`config.mk`:
```
export PLATFORM = sky130hd
export DESIGN_NAME = ram_fifo_ctrl
export DESIGN_NICKNAME = d
export VERILOG_FILES = /design/src/rtl/ram_fifo_pkg.sv /design/src/rtl/wrap_ptr.sv /design/src/rtl/ram_fifo_ctrl.sv
export SDC_FILE = /design/constraint.sdc
export NUM_CORES = 1
export LEC_CHECK = 0
export CORE_ASPECT_RATIO = 1.75
export CORE_UTILIZATION = 49
export CTS_CLUSTER_DIAMETER = 120
export DETAILED_ROUTE_END_ITERATION = 10
export PLACE_DENSITY_LB_ADDON = 0.2
export SYNTH_ARGS = -nofsm -noshare
export SYNTH_HDL_FRONTEND = slang
export SYNTH_SLANG_ARGS = --single-unit
export TNS_END_PERCENT = 5
```
`constraint.sdc`:
```
create_clock -name clk -period 6.41 [get_ports clk]
set_input_delay 1.282 -clock clk [delete_from_list [all_inputs] [get_ports clk]]
set_output_delay 1.282 -clock clk [all_outputs]
set_load 0.05 [all_outputs]
```
`src/rtl/ram_fifo_pkg.sv`:
```
// Shared types and helpers for the RAM-backed FIFO controller.
package ram_fifo_pkg;

    typedef enum logic {
        ST_CLEAR = 1'b0,
        ST_RUN   = 1'b1
    } ctrl_state_e;

    // Increment that wraps at an arbitrary size, not only at powers of two.
    function automatic int unsigned wrap_inc(input int unsigned ptr, input int unsigned size);
        return (ptr >= size - 1) ? 0 : ptr + 1;
    endfunction

endpackage

```
`src/rtl/wrap_ptr.sv`:
```
// Modulo-SIZE address counter with increment and synchronous clear.
module wrap_ptr
    import ram_fifo_pkg::*;
#(
    parameter int unsigned SIZE  = 64,
    parameter int unsigned WIDTH = $clog2(SIZE)
) (
    input  logic             clk,
    input  logic             reset_n,
    input  logic             clr,
    input  logic             inc,
    output logic [WIDTH-1:0] ptr
);

    always_ff @(posedge clk) begin
        if (!reset_n || clr) begin
            ptr <= '0;
        end else if (inc) begin
            ptr <= WIDTH'(wrap_inc(32'(ptr), SIZE));
        end
    end

endmodule

```
`src/rtl/ram_fifo_ctrl.sv`:
```
// FIFO controller in front of a read-before-write dual-address RAM.
// Sweeps the RAM to zero after reset or flush before accepting traffic.
module ram_fifo_ctrl
    import ram_fifo_pkg::*;
#(
    parameter int DATA_WIDTH = 8,
    parameter int RAM_SIZE   = 64,
    parameter int ADDR_WIDTH = $clog2(RAM_SIZE)
) (
    input  logic                  clk,
    input  logic                  reset_n,
    input  logic                  flush,
    input  logic                  push,
    input  logic [DATA_WIDTH-1:0] push_data,
    output logic                  in_ready,
    input  logic                  pop,
    output logic                  rd_valid,
    output logic [DATA_WIDTH-1:0] rd_data,
    output logic [ADDR_WIDTH:0]   count,
    output logic                  full,
    output logic                  empty,
    output logic                  busy,
    output logic [ADDR_WIDTH-1:0] ram_w_addr,
    output logic                  ram_w_enable,
    output logic [DATA_WIDTH-1:0] ram_data_in,
    output logic [ADDR_WIDTH-1:0] ram_r_addr,
    input  logic [DATA_WIDTH-1:0] ram_data_out
);

    localparam logic [ADDR_WIDTH:0]   FULL_COUNT = (ADDR_WIDTH+1)'(RAM_SIZE);
    localparam logic [ADDR_WIDTH-1:0] LAST_ADDR  = ADDR_WIDTH'(RAM_SIZE - 1);

    ctrl_state_e           state;
    logic [ADDR_WIDTH-1:0] clear_addr;
    logic [ADDR_WIDTH-1:0] wr_ptr;
    logic [ADDR_WIDTH-1:0] rd_ptr;
    logic [ADDR_WIDTH:0]   count_next;
    logic                  running;
    logic                  clearing;
    logic                  pop_acc;
    logic                  push_acc;
    logic                  clear_done;

    // Flush outranks traffic, so a flush cycle accepts neither push nor pop.
    assign running    = reset_n && !flush && (state == ST_RUN);
    assign clearing   = reset_n && (state == ST_CLEAR);
    assign pop_acc    = running && pop && !empty;
    assign push_acc   = running && push && (!full || pop_acc);
    assign clear_done = clearing && !flush && (clear_addr == LAST_ADDR);

    assign in_ready     = reset_n && (state == ST_RUN) && (!full || pop);
    assign busy         = (state == ST_CLEAR);
    assign ram_w_enable = clearing || push_acc;
    assign ram_w_addr   = clearing ? clear_addr : wr_ptr;
    assign ram_data_in  = clearing ? '0 : push_data;
    assign ram_r_addr   = rd_ptr;
    assign rd_data      = ram_data_out;

    wrap_ptr #(.SIZE(RAM_SIZE), .WIDTH(ADDR_WIDTH)) u_clear_ptr (
        .clk     (clk),
        .reset_n (reset_n),
        .clr     (flush),
        .inc     (clearing && !flush),
        .ptr     (clear_addr)
    );

    wrap_ptr #(.SIZE(RAM_SIZE), .WIDTH(ADDR_WIDTH)) u_wr_ptr (
        .clk     (clk),
        .reset_n (reset_n),
        .clr     (flush),
        .inc     (push_acc),
        .ptr     (wr_ptr)
    );

    wrap_ptr #(.SIZE(RAM_SIZE), .WIDTH(ADDR_WIDTH)) u_rd_ptr (
        .clk     (clk),
        .reset_n (reset_n),
        .clr     (flush),
        .inc     (pop_acc),
        .ptr     (rd_ptr)
    );

    always_comb begin
        count_next = count;
        case ({push_acc, pop_acc})
            2'b10:   count_next = count + 1'b1;
            2'b01:   count_next = count - 1'b1;
            default: count_next = count;
        endcase
    end

    always_ff @(posedge clk) begin
        if (!reset_n || flush) begin
            state    <= ST_CLEAR;
            count    <= '0;
            full     <= 1'b0;
            empty    <= 1'b1;
            rd_valid <= 1'b0;
        end else begin
            if (clear_done) begin
                state <= ST_RUN;
            end
            count    <= count_next;
            full     <= (count_next == FULL_COUNT);
            empty    <= (count_next == '0);
            rd_valid <= pop_acc;
        end
    end

endmodule

```
; ---- Word level (Yosys, flattened, before mapping)
; Cells that the tools add are included.
[totals]
ff_bits = 29
output_inout_bits = 41
word_cells = 47
[classes]
add_sub_neg = 5
order_cmp = 3
n_eq_ne = 4
n_mux = 6
bitwise_logic = 1
n_reduce_logical = 20
[ops]
columns = cell, n
row1 = two-way mux 6 bit, 4
row2 = "adder 6 x 1 -> 6 bit, second input constant", 3
row3 = ">= comparator 6 bit, second input constant", 3
row4 = case mux 7 bit (2 select lines), 1
row5 = logical AND 1 bit, 11
row6 = two-way mux 8 bit, 1
row7 = "adder 7 x 1 -> 7 bit, second input constant", 1
row8 = "equality test 7 bit, second input constant", 1
row9 = logical NOT 7 bit, 1
row10 = "subtractor 7 x 1 -> 7 bit, second input constant", 1
row11 = "equality test 6 bit, second input constant", 1
row12 = logical NOT 1 bit, 4
row13 = logical OR 1 bit, 4
row14 = "equality test 2 x 1 -> 1 bit, second input constant", 1
row15 = "equality test 2 bit, second input constant", 1
row16 = inverter 1 bit, 1

; ---- Depth between registers and ports, before layout
; Gate-level depths: netlist (run 1).
[logic_depth]
word_depth = 10
ltp_mapped = 12
ltp_nobuf = 11

; ---- By module
; Synthesis (run 1) repeated with hierarchy kept, for this count alone.
[unflattened]
cells_unflattened = 214
area_unflattened_um2 = 1821.7
[modules_own_cells]
columns = module, instances, cells_per_inst, area_each_um2, seq_area_each_um2
row1 = ram_fifo_ctrl, 1, 118, 969.7, 220.2
row2 = wrap_ptr, 3, 32, 284.0, 120.1

; ---- Least setup slack after synthesis (run 1)
; Ideal clock, no wire load.
[synth_path]
path_kind = input to output
startpoint = input port reset_n
endpoint = output port ram_w_addr[3]
t_arrival_ns = 2.754
slack_ns = 2.374
path_stages = 4
n_path_buf = 2
path_cell_list = nand2b_1 -> buf_2 -> clkbuf_1 -> o21ai_0
[synth_via]
elab_chain_cells = 2
[synth_lines]
columns = element, line_no
row1 = start: declaration, ram_fifo_ctrl.sv:11  ; input logic reset_n,
row2 = logical AND 1 bit, ram_fifo_ctrl.sv:46  ; assign clearing = reset_n && (state == ST_CLEAR);
row3 = two-way mux 6 bit, ram_fifo_ctrl.sv:54  ; assign ram_w_addr = clearing ? clear_addr : wr_ptr;
row4 = end: declaration, ram_fifo_ctrl.sv:23  ; output logic [ADDR_WIDTH-1:0] ram_w_addr,
; Every way passes these cells.

; ---- Final worst setup path (run 1)
[layout_path]
startpoint = input port pop
endpoint = output port ram_w_enable
[layout_via]
elab_chain_cells = 5
[layout_lines]
columns = element, line_no
row1 = start: declaration, ram_fifo_ctrl.sv:16  ; input logic pop,
row2 = logical AND 1 bit (2 in series), ram_fifo_ctrl.sv:47  ; assign pop_acc = running && pop && !empty;
row3 = logical OR 1 bit, ram_fifo_ctrl.sv:48  ; assign push_acc = running && push && (!full || pop_acc);
row4 = logical AND 1 bit, ram_fifo_ctrl.sv:48
row5 = logical OR 1 bit, ram_fifo_ctrl.sv:53  ; assign ram_w_enable = clearing || push_acc;
row6 = end: declaration, ram_fifo_ctrl.sv:24  ; output logic ram_w_enable,
; Every way passes these cells.

==> results of run 1 <==
-- per-layer routing --
metal | up-vias | GRT usage [%] | part of all wire (%)
met1 | 714 | 24.1 | 40
met3 | 11 | 5.05 | 3.0
met2 | 39 | 38.9 | 54
li1 | 782 | - | -
met5 | - | 0 | 0
met4 | 0 | 10.3 | 2.6
-- cells in the final DEF, fill, tap and decap left out, drive strengths merged, types with 2 or more instances in the layout --
cell | netlist | routed
dfxtp | 29 | 29
a2111oi | 3 | 3
nand4 | 3 | 3
nor2b | 4 | 4
mux2 | 4 | 4
a21o | 2 | 2
xor2 | 8 | 8
inv | 10 | 10
nor3 | 6 | 6
o211a | 2 | 2
nand2b | 4 | 4
nand3 | 6 | 6
nor2 | 30 | 30
clkinv | 0 | 2
ha | 9 | 9
clkbuf | 3 | 6
o21ai | 6 | 6
mux2i | 5 | 5
a21oi | 7 | 7
nand4b | 2 | 2
clkdlybuf4s50 | 0 | 45
and3 | 2 | 2
a211o | 2 | 2
a211oi | 3 | 3
o31ai | 3 | 3
xnor2 | 6 | 6
and2 | 8 | 8
nand2 | 13 | 13
-- sequential cells by signal, summed over array words and instances, names as in the netlist --
| signal | count |
|---|---|
| state | 1 |
| empty | 1 |
| u_wr_ptr.ptr | 6 |
| count | 7 |
| u_clear_ptr.ptr | 6 |
| u_rd_ptr.ptr | 6 |
| full | 1 |
| rd_valid | 1 |
-- kinds of logic (layout without fill, tap and decap cells) --
group	after synthesis	in the layout	share of synthesized area, %
mux	9	9	5.31
buf+inv	24	63	7.62
compound gates	36	36	17.0
simple gates	81	81	23.4
fa+ha+maj	10	10	7.41
xor+xnor	14	14	6.85
flops	29	29	32.4
-- per-stage QoR --
stage | cell area, µm² | power, mW | hold slack [ps] | util [%] | setup slack [ps]
6_report | 2280 | 0.360 | 511 | 66.4 | 1730
5_1_grt | 2280 | 0.375 | 556 | 66.4 | 1610
4_1_cts | 2280 | 0.364 | 513 | 66.4 | 1700
3_5_place_dp | 2200 | 0.222 | 496 | 64.0 | 1710
3_3_place_gp | 2200 | 0.222 | 495 | 64.0 | 1730
2_1_floorplan | 1790 | 0.221 | 459 | - | 2370
-- worst paths after layout --
kind / to / cells past startpoint / startpoint / slack, ps
worst min register to register: u_clear_ptr.ptr[5] / 2 / u_clear_ptr.ptr[5] / 510
worst min-delay path: u_clear_ptr.ptr[5] / 2 / u_clear_ptr.ptr[5] / 510
worst max-delay path: ram_w_enable / 6 / pop / 1730
worst max register to register: empty / 10 / state / 3130
-- worst register-to-register path, cell delays in order, from the launching register on --
cell,delay (ps)
sky130_fd_sc_hd__dfxtp_1,480
sky130_fd_sc_hd__nand2_2,130
sky130_fd_sc_hd__nor3_4,350
sky130_fd_sc_hd__ha_1,470
sky130_fd_sc_hd__inv_1,130
sky130_fd_sc_hd__fa_1,410
sky130_fd_sc_hd__nand2b_1,190
sky130_fd_sc_hd__a211o_1,340
sky130_fd_sc_hd__a2111oi_4,320
sky130_fd_sc_hd__a311oi_2,110
sky130_fd_sc_hd__a41o_1,260
-- layout make-up --
type                       count  area share, %
sequential                    29           25.5
clock inverter                 2          0.439
inverter                      10           1.65
multi-input combinational    150           47.1
clock buffer                   6           3.18
timing repair buffer          45           19.7
tap                           45           2.47
-- power by group --
group          total [mW]  leakage (nW)  internal (mW)  switching, mW
combinational      0.0368         0.569         0.0153         0.0214
sequential          0.182         0.234          0.181       0.000689
clock               0.142        0.0450         0.0750         0.0667
total               0.360         0.848          0.271         0.0888
==> results.txt, run 1 <==
- In this run, CTS created clock tree buffers numbering 5.
- Total global routing track utilization: 22.3%
* CP endpoint kind: output pin
- Clock net sink count: 29
* Cells taking the most area after synthesis: sky130_fd_sc_hd__dfxtp_1 32%, sky130_fd_sc_hd__ha_1 6.3%, sky130_fd_sc_hd__nor2_1 6.1%
- When the netlist entered floorplanning its net count stood at 234.
- The number of antenna diodes in the final layout is 0.
- Number of antenna violations at the first check in global routing: 0
- Subtracting the final worst setup slack from the clock period gives 4680 ps.
- Buffer depth of the longest clock path: 2
- EDFF count, synth: 0
* CTS root buffer: sky130_fd_sc_hd__clkbuf_8
* Worst vdd ir: 0.165 mV
- Cell area after synthesis: 1790 µm²
* # fillers: 328
* Clock slew at the register clock pins of the worst setup and hold paths: 60 ps
* Largest clock skew in the final design: 6.60 ps
- Of all flip-flops after synthesis, the portion carrying an async set or reset was 0%.
* Via-per-instance ratio: 5.39
- The analysis attributes to cell leakage a power of 0.848 nW.
- Post-Syn Instances: 203
- Critical path required time: 5130 ps
- Hold repair after CTS inserted 0 buffers.
- Of the synthesized area, sequential elements account for 32.4%.
* Number of routed nets with antenna violations: 0
* Violation count after the first detailed-routing iteration: 25
- The max-slew violation total from the final report was 0.
- In this run the worst hold path is classified as register to register.
* Max FO, Critical Path: 4
- Setup repair after global routing left no endpoint under its margin.
- Wire length of the first global-routing pass: 6.33 mm
- Launching element type of the critical path: input port
- Based on the critical path, the design can be clocked at up to 214 MHz.
* Worst slew pin tran: 621 ps
- Summed over all layers, the global routing overflow is 0.
* Number of max-cap violations: 0
- Layout Nets: 272
- Post_cts resized: 0
* Count of buffers added by post-CTS timing repair for setup: 0
- The via count of the first global-routing pass is 1427.
- Final critical-path share of the clock period: 73.0%
* I/O pin count: 62
* Clock tree from TritonCTS: yes
- First-pass iteration count of the detailed router: 4
- Count of buffers from port buffering: 45
- Worst path max stage delay: 840 ps
* Maximum number of pins on one net before global-route repair: 23
* Die Outline Area: 3910 µm²
- The core region is 3430 µm².
- Final hold vios: 0
- After detailed routing, the average wire length per cell comes to 14.2 µm.
- Gate family responsible for the most delay along the worst path: buffers and inverters
- Setup Crit Path Kind: input port to output pin
* Top cell type by total area after synthesis: sky130_fd_sc_hd__dfxtp_1
- The final route contains 1546 vias.
* Total Routed Length: 4.08 mm
- Final number of setup-violating endpoints: 0
- Setup tns final: 0 ps
* Number of buffers and inverters on the critical path: 2
- Die Height: 82.0 µm
* Synthesis-to-layout area growth: 27.4%
- Yosys printed 0 warnings.
- Fraction of final layout cells sized beyond drive strength 1: 9.92%
- The count of cells in the finished layout, fillers not included, comes to 287.
- Worst max-slew margin expressed relative to the limit: 58.6%
- For the worst-skew pair, the clock arrives at the later sink with an insertion delay of 280 ps.
- Result of the run: finished clean
* Count of unique library cells instantiated by Yosys: 49
* Yosys reg bits: 29
- For this run, design rule violations remaining after detail routing come to 0.
- Flip-flop and latch area: 581 µm²
* Power density relative to cell area: 158 nW/µm²
* Standard cell with the maximum stage delay on the critical path: sky130_fd_sc_hd__clkdlybuf4s50_1
* Combined area of the multi-input logic cells: 1070 µm²
- After floorplanning, the core was divided into 28 placement rows.
* Estimated wirelength of the detail-placed design: 3.15 mm
* Post-Synthesis Mean Instance Area: 8.82 µm²
- Ordered list of cells on the worst path: clkdlybuf4s50_1, nand2b_1, a21oi_1, nand2_1, nand2_1, clkdlybuf4s50_1
- The congestion estimate from routability-driven global placement came to 0.783.
- Number of levels in the clock H-tree: 2
* Most frequently used flop master after synthesis: sky130_fd_sc_hd__dfxtp_1
* Post-synth top cells: 29 x sky130_fd_sc_hd__dfxtp_1, 29 x sky130_fd_sc_hd__nor2_1, 11 x sky130_fd_sc_hd__nand2_1
- Critical Path AT: 3400 ps
- Horizontal extent of the die: 47.7 µm
- Synth top area share: 32.4%
- Effective utilization at floorplan: 52.2%
- Including well taps, the total number of placed cells is 279.
Note: power is estimated with default switching activity, not from simulation.
==> inputs of run 2 (changes only) <==
- CORE_UTILIZATION: 49 -> 45
- clock period: 6.41 -> 4.4 ns (I/O delays scaled with it)
==> results.txt, run 2 (synthesis gave the netlist of run 1 again) <==
- Summed over all cells, the static leakage comes to 0.867 nW.
* Worst path max stage delay: 830 ps
- After the flow finishes, the layout carries non-filler instances totaling 291.
- Worst min-delay path class: register to register
- At the worst endpoint, the required time is 3520 ps.
- Dividing total power by cell area gives a power density of 261 nW/µm².
- The detailed router placed 1556 vias in this run.
* Max FFs per register: 7
- Final critical-path share of the clock period: 87.6%
* Vias in the first global route: 1458
* Hold WS: 496 ps
* Wl on met1: 1.67 mm
- Share of total power consumed by net switching: 22.5%
- Setup repair after global routing missed its margin: false
- Final number of setup-violating endpoints: 0
- After floorplanning, the core was divided into 30 placement rows.
- CTS root buffer: sky130_fd_sc_hd__clkbuf_8
- Top reg by flops: count
- In this run the vertical extent of the chip is 85.4 µm.
- Worst vdd ir: 0.204 mV
- Top library cells by usage in the layout, fill and taps aside: 45 x sky130_fd_sc_hd__clkdlybuf4s50_1, 29 x sky130_fd_sc_hd__nor2_1, 29 x sky130_fd_sc_hd__dfxtp_1
- Overall power consumption after layout is estimated at 607 µW.
- Int Power: 470 µW
- Launching element type of the critical path: input port
- Of all nets on the critical path, the largest fanout is 4.
* Final hold vios: 0
- Standard cell with the maximum stage delay on the critical path: sky130_fd_sc_hd__clkdlybuf4s50_1
- Number of routed nets with antenna violations: 0
- For the pin with the worst max-slew slack, the measured transition is 595 ps.
- Largest clock skew in the final design: 4.20 ps
- The H-tree was split into 2 levels.
* Count of buffers added by post-CTS timing repair for setup: 0
- Layout Nets: 273
- The number of gates resized after CTS was 0.
- Clock slew at the register clock pins of the worst setup and hold paths: 60 ps
* Ordered list of cells on the worst path: clkdlybuf4s50_1, nand2b_1, a21oi_1, nand2_1, nand2_1, clkdlybuf4s50_1
- Detailed routing placed a total of 133 µm of wire on met3.
* Result of the run: finished clean
- Combinational cells account for 8.8% of the total power.
- The placed instances occupy a cell area of 2210 µm².
* Critical Path AT: 2970 ps
- Die Outline Area: 4240 µm²
- Counting along the longest clock path gives a buffer depth of 2.
* Total Routed Length: 4.10 mm
- Of the cells placed in the final design, the portion with a size suffix greater than 1 is 10.3%.
* Setup tns final: 0 ps
- Wire length of the first global-routing pass: 6.69 mm
- The critical path in this run is classified as input port to output pin.
- Effective utilization at floorplan: 46.8%
* Total global routing track utilization: 21.0%
- The tree built by TritonCTS fans out to 29 sinks.
- Counting the buffers created by CTS gives 5.
- Most frequent standard cell in the layout excluding fill and tap cells: sky130_fd_sc_hd__clkdlybuf4s50_1
- Global route total overflow: 0
* Horizontal extent of the die: 49.7 µm
* CP endpoint kind: output pin
- The clock period could shrink to 3850 ps.
- Estimated wirelength of the detail-placed design: 3.18 mm
- First-pass iteration count of the detailed router: 5
- The max-slew violation total from the final report came to 0.
- Placer Congestion: 0.791
- Per-cell routed wire length: 14.1 µm
- In this run the count of I/O pins placed on the die edge is 62.
- DR WL met2: 2.22 mm
* Part of the power in the clock network: 47.7%
- In this run, the number of DRC markers left after iteration 0 of detailed routing was 18.
- For this design the total switching power over the nets is 137 µW.
- The clock reaches the later pin of the worst-skew pair after 290 ps.
- Maximum number of pins on one net before global-route repair: 23
* Maximum clock rate: 259 MHz
* Post-route DRC violation count: 0
- TritonCTS built the clock tree.
* Hold Buf Count CTS: 0
- Top routing layer in use: met4
- Across the run, the number of max-cap violations was 0.
- Relative to the synthesized area, the layout overhead comes to 29.9%.
- The number of antenna diodes in the final layout is 0.
* Core region area: 3830 µm²
* Number of antenna violations at the first check in global routing: 0
- Count of buffers from port buffering: 45
- The worst pin sits at a relative slew slack of 60.3%.
- Register share of total power: 43.6%
- Via-per-instance ratio: 5.35
* Placed insts: 283
- Together, buffers and inverters on the worst path number 2.
- Gate family responsible for the most delay along the worst path: buffers and inverters
* Post-route cell area: 2330 µm²
-- run 2: cell count changes in the layout (fill, tap and decap cells not counted), sizes merged --
cell / before / now
clkinv: 2 / 0
buf: 0 / 1
bufinv: 0 / 1
clkbuf: 6 / 7
-- run 2: area by class of cell --
class	instances	area [µm²]
multi-input cells	150	1070
flip-flops and latches	29	581
clock buffers	7	86.3
fillers	378	1500
well taps	48	60.1
inverters	10	37.5
repair buffers	46	458
clock inverters	1	30.0
-- run 2: worst min-delay path, stage by stage, from the launching register on --
cell and delay (ps):
sky130_fd_sc_hd__dfxtp_1 310, sky130_fd_sc_hd__nand4b_1 80, sky130_fd_sc_hd__a21oi_1 50
-- run 2: routing by layer --
metal | global-route usage, % | vias to the layer above
met5 | 0 | -
met4 | 9.35 | 0
met3 | 6.09 | 7
met2 | 38.3 | 30
met1 | 21.4 | 737
li1 | - | 782
-- run 2: power groups by stage --
| stage | Sequential (mW) | Combinational (mW) | Clock, mW |
|---|---|---|---|
| floorplan | 0.270 | 0.0513 | 0 |
| global placement | 0.270 | 0.0538 | 0 |
| detailed placement | 0.270 | 0.0537 | 0 |
| CTS | 0.264 | 0.0539 | 0.294 |
| global route | 0.264 | 0.0565 | 0.306 |
| finish | 0.264 | 0.0532 | 0.289 |
-- run 2: final timing paths --
path,start,endpoint,slack (ps),cells past startpoint
worst max-delay path,pop,ram_w_enable,550,6
worst min register to register,u_clear_ptr.ptr[4],u_clear_ptr.ptr[5],500,2
worst max register to register,empty,empty,1210,11
worst min-delay path,u_clear_ptr.ptr[4],u_clear_ptr.ptr[5],500,2
-- run 2: metrics by stage --
stage	setup WS, ps	util, %
after floorplan	968	-
after global routing	308	60.8
after CTS	535	60.8
after global placement	373	57.7
after detailed placement	271	57.7
final	546	60.8
==> inputs of run 3 (changes only) <==
- ABC_AREA: default -> 1
==> results.txt, run 3 <==
- Max FFs per register: 7
- In this run the deepest clock path goes through 2 buffers.
- The H-tree was split into 2 levels.
- Share of the core filled with cells: 62.6%
- For this block, the initial DRC count from the detailed router was 46.
* Cell Rows: 29
- Synth top area share: 33.2%
- Port buffering added 45 buffers.
- Once layout is complete, the cells apart from fillers number 352.
- Global routing consumed, on the met1 layer, 19.2% of the routing resources.
- Gates resized during post-CTS repair numbered 0.
* Maximum number of pins on one net before global-route repair: 15
- STA classifies the critical path endpoint as an output pin.
- The number of different library cells used by synthesis comes to 25.
* CTS root buffer: sky130_fd_sc_hd__clkbuf_8
* TritonCTS Buffers: 5
* Final hold vios: 0
- In this design, the critical path's most frequently occurring cell is sky130_fd_sc_hd__clkdlybuf4s50_1.
- The critical path is of the input port to output pin type.
- Wires add up to 3.88 mm.
- Max-cap violations in this run came to 0.
- Measured against its own limit, the worst slew margin works out to 65.8%.
- Power dissipated by switching net loads: 132 µW
- For this run, the register share of the synthesized area comes to 33.2%.
- The area growth from synthesis to layout is 31.4%.
- 62 I/O pins were placed.
- Derived from the worst setup path, the maximum achievable clock frequency is 281 MHz.
- Global route total overflow: 0
- Setup repair after global routing missed its margin: false
* Top library cells by usage in the layout, fill and taps aside: 55 x sky130_fd_sc_hd__nand2_1, 44 x sky130_fd_sc_hd__inv_1, 42 x sky130_fd_sc_hd__clkdlybuf4s50_1
* Worst vdd ir: 0.228 mV
- Using the TritonRoute via totals, the vias-per-cell ratio works out to 4.74.
- Traced cell by cell, the critical path runs through clkdlybuf4s50_1, inv_1, nor2_1, buf_4, nand2_1, o21ai_0, clkdlybuf4s50_1.
- The smallest clock period supported by the final layout is computed as 3570 ps.
- Clock slew at the register clock pins of the worst setup and hold paths: 60 ps
* Pins Over Slew Limit: 0
* Cell Area, Placed: 2190 µm²
- The post-route netlist has 8.17% of its cells at a drive strength greater than 1.
* Part of the total power dissipated in combinational logic: 9.9%
* Estimated wirelength of the detail-placed design: 3.11 mm
- Post-synth top cells: 55 x sky130_fd_sc_hd__nand2_1, 44 x sky130_fd_sc_hd__inv_1, 32 x sky130_fd_sc_hd__nor2_1
* Post-Synthesis Mean Instance Area: 6.69 µm²
* Share of total power consumed by net switching: 23.6%
- Global routing consumed, on the met3 layer, 4.53% of the routing resources.
- Setup violations remaining at the end of the flow were counted as 0.
* Post-Syn Instances: 261
* Fraction of registers with async set/reset: 0%
* Number of antenna cells inserted: 0
* First-pass iteration count of the detailed router: 4
* Part of the power in the clock network: 42.8%
* Int Power: 427 µW
* Via count of the routed design: 1668
- The clock arrives with 7.53 ps of skew.
- Result of the run: finished clean
- Counting instances, the worst hold path has a depth of 2.
- In this run the static leakage power is 1.04 nW.
- For this run, global-route usage on met2 was measured as 38.4%.
- Library cell with the highest instance count after synthesis: sky130_fd_sc_hd__nand2_1
* Critical path required time: 3520 ps
- For the final routed database, the setup TNS stands at 0 ps.
- EDFF count, synth: 0
- The via count of the first global-routing pass came to 1578.
- Counting cells, the worst reg-to-reg path comes to 17.
- Post-route cell area: 2300 µm²
* Effective utilization at floorplan: 47.7%
* Power density relative to cell area: 243 nW/µm²
* Post-route DRC violation count: 0
- Leaving out fill and tap cells, the most frequent cell in the layout is sky130_fd_sc_hd__nand2_1.
- Yosys printed 0 warnings.
- The net count of the finished layout is 336.
- By area the synthesized netlist is led by sky130_fd_sc_hd__dfxtp_1 33%, sky130_fd_sc_hd__nand2_1 12%, sky130_fd_sc_hd__inv_1 9.5%.
* Final critical-path share of the clock period: 81.0%
- Top cell type by total area after synthesis: sky130_fd_sc_hd__dfxtp_1
- Horizontal extent of the die: 49.1 µm
- Standard cell with the maximum stage delay on the critical path: sky130_fd_sc_hd__clkdlybuf4s50_1
* Top reg by flops: count
- Data arrives at the worst endpoint at 2690 ps.
* Post-synth net total: 292
* Clk Latency, worst-skew pair: 280 ps
- After global routing, the most crowded layer is met2.
* Core region area: 3660 µm²
- Worst path max stage delay: 820 ps
- Per-cell routed wire length: 11.0 µm
- Register share of total power: 47.3%
- The mapped netlist covers 1750 µm².
- From bottom edge to top edge, the die measures 84.4 µm.
- Total global routing track utilization: 20.1%
- STA classifies the critical path startpoint as an input port.
- Placer Congestion: 0.823
- In this run the remaining antenna-violating nets after routing total 0.
- Clock net sink count: 29
- In this run, placement finished with an instance count of 344.
- Worst min-delay path class: register to register
* Max FO, Critical Path: 10
- Worst slew pin tran: 512 ps
- Total chip power: 559 µW
- Hold Buf Count CTS: 0
* Yosys reg bits: 29
- Number of antenna violations at the first check in global routing: 0
* Most frequently used flop master after synthesis: sky130_fd_sc_hd__dfxtp_1
* Count of buffers added by post-CTS timing repair for setup: 0
* Wire length of the first global-routing pass: 6.48 mm
* Clock tree from TritonCTS: yes
- The floorplan step defined a die boundary enclosing 4140 µm².
-- run 3: logic make-up after synthesis --
family / after synthesis / share of synthesized area, %
fa+ha+maj: 10 / 7.59
compound gates: 32 / 9.96
xor+xnor: 7 / 3.51
flops: 29 / 33.2
buf+inv: 56 / 13.8
simple gates: 127 / 31.9
-- run 3: layer usage --
layer | wire length, µm | vias to the layer above
met2 | 2080 | 48
met1 | 1540 | 721
met3 | 202 | 5
met5 | 0 | -
li1 | - | 894
met4 | 56 | 0
-- run 3: final cells by class --
| class | instances | area [µm²] |
|---|---|---|
| Sequential cell | 29 | 581 |
| Clock inverter | 1 | 5.00 |
| Inverter | 46 | 173 |
| Timing Repair Buffer | 47 | 458 |
| Multi-Input combinational cell | 176 | 926 |
| Tap cell | 46 | 57.6 |
| Fill cell | 374 | 1370 |
| Clock buffer | 7 | 96.3 |
-- run 3: path summary, 6_finish.rpt --
path,from,end,slack (ps)
setup / recovery,reset_n,ram_w_addr[1],830
hold / removal,u_clear_ptr.ptr[0],u_clear_ptr.ptr[0],500
setup reg to reg,state,empty,1690
hold reg to reg,u_clear_ptr.ptr[0],u_clear_ptr.ptr[0],500
-- run 3: power groups by stage --
stage	Sequential, mW	Combinational, mW	Clock [mW]
after global placement	0.270	0.0551	0
after global routing	0.264	0.0591	0.258
final	0.264	0.0554	0.239
after floorplan	0.270	0.0506	0
after CTS	0.264	0.0558	0.245
after detailed placement	0.270	0.0558	0
-- run 3: critical path: cells and delay by family --
kind / cells / cell delay [ps]
AO/OA/AOI/OAI: 1 / 70
buffers and inverters: 4 / 1560
AND/OR/NAND/NOR: 2 / 180
-- run 3: per-stage QoR --
stage | worst slack (ps) | hold slack [ps]
2_1_floorplan | 1090 | 459
3_3_place_gp | 837 | 492
3_5_place_dp | 822 | 499
4_1_cts | 834 | 507
5_1_grt | 712 | 545
6_report | 835 | 504
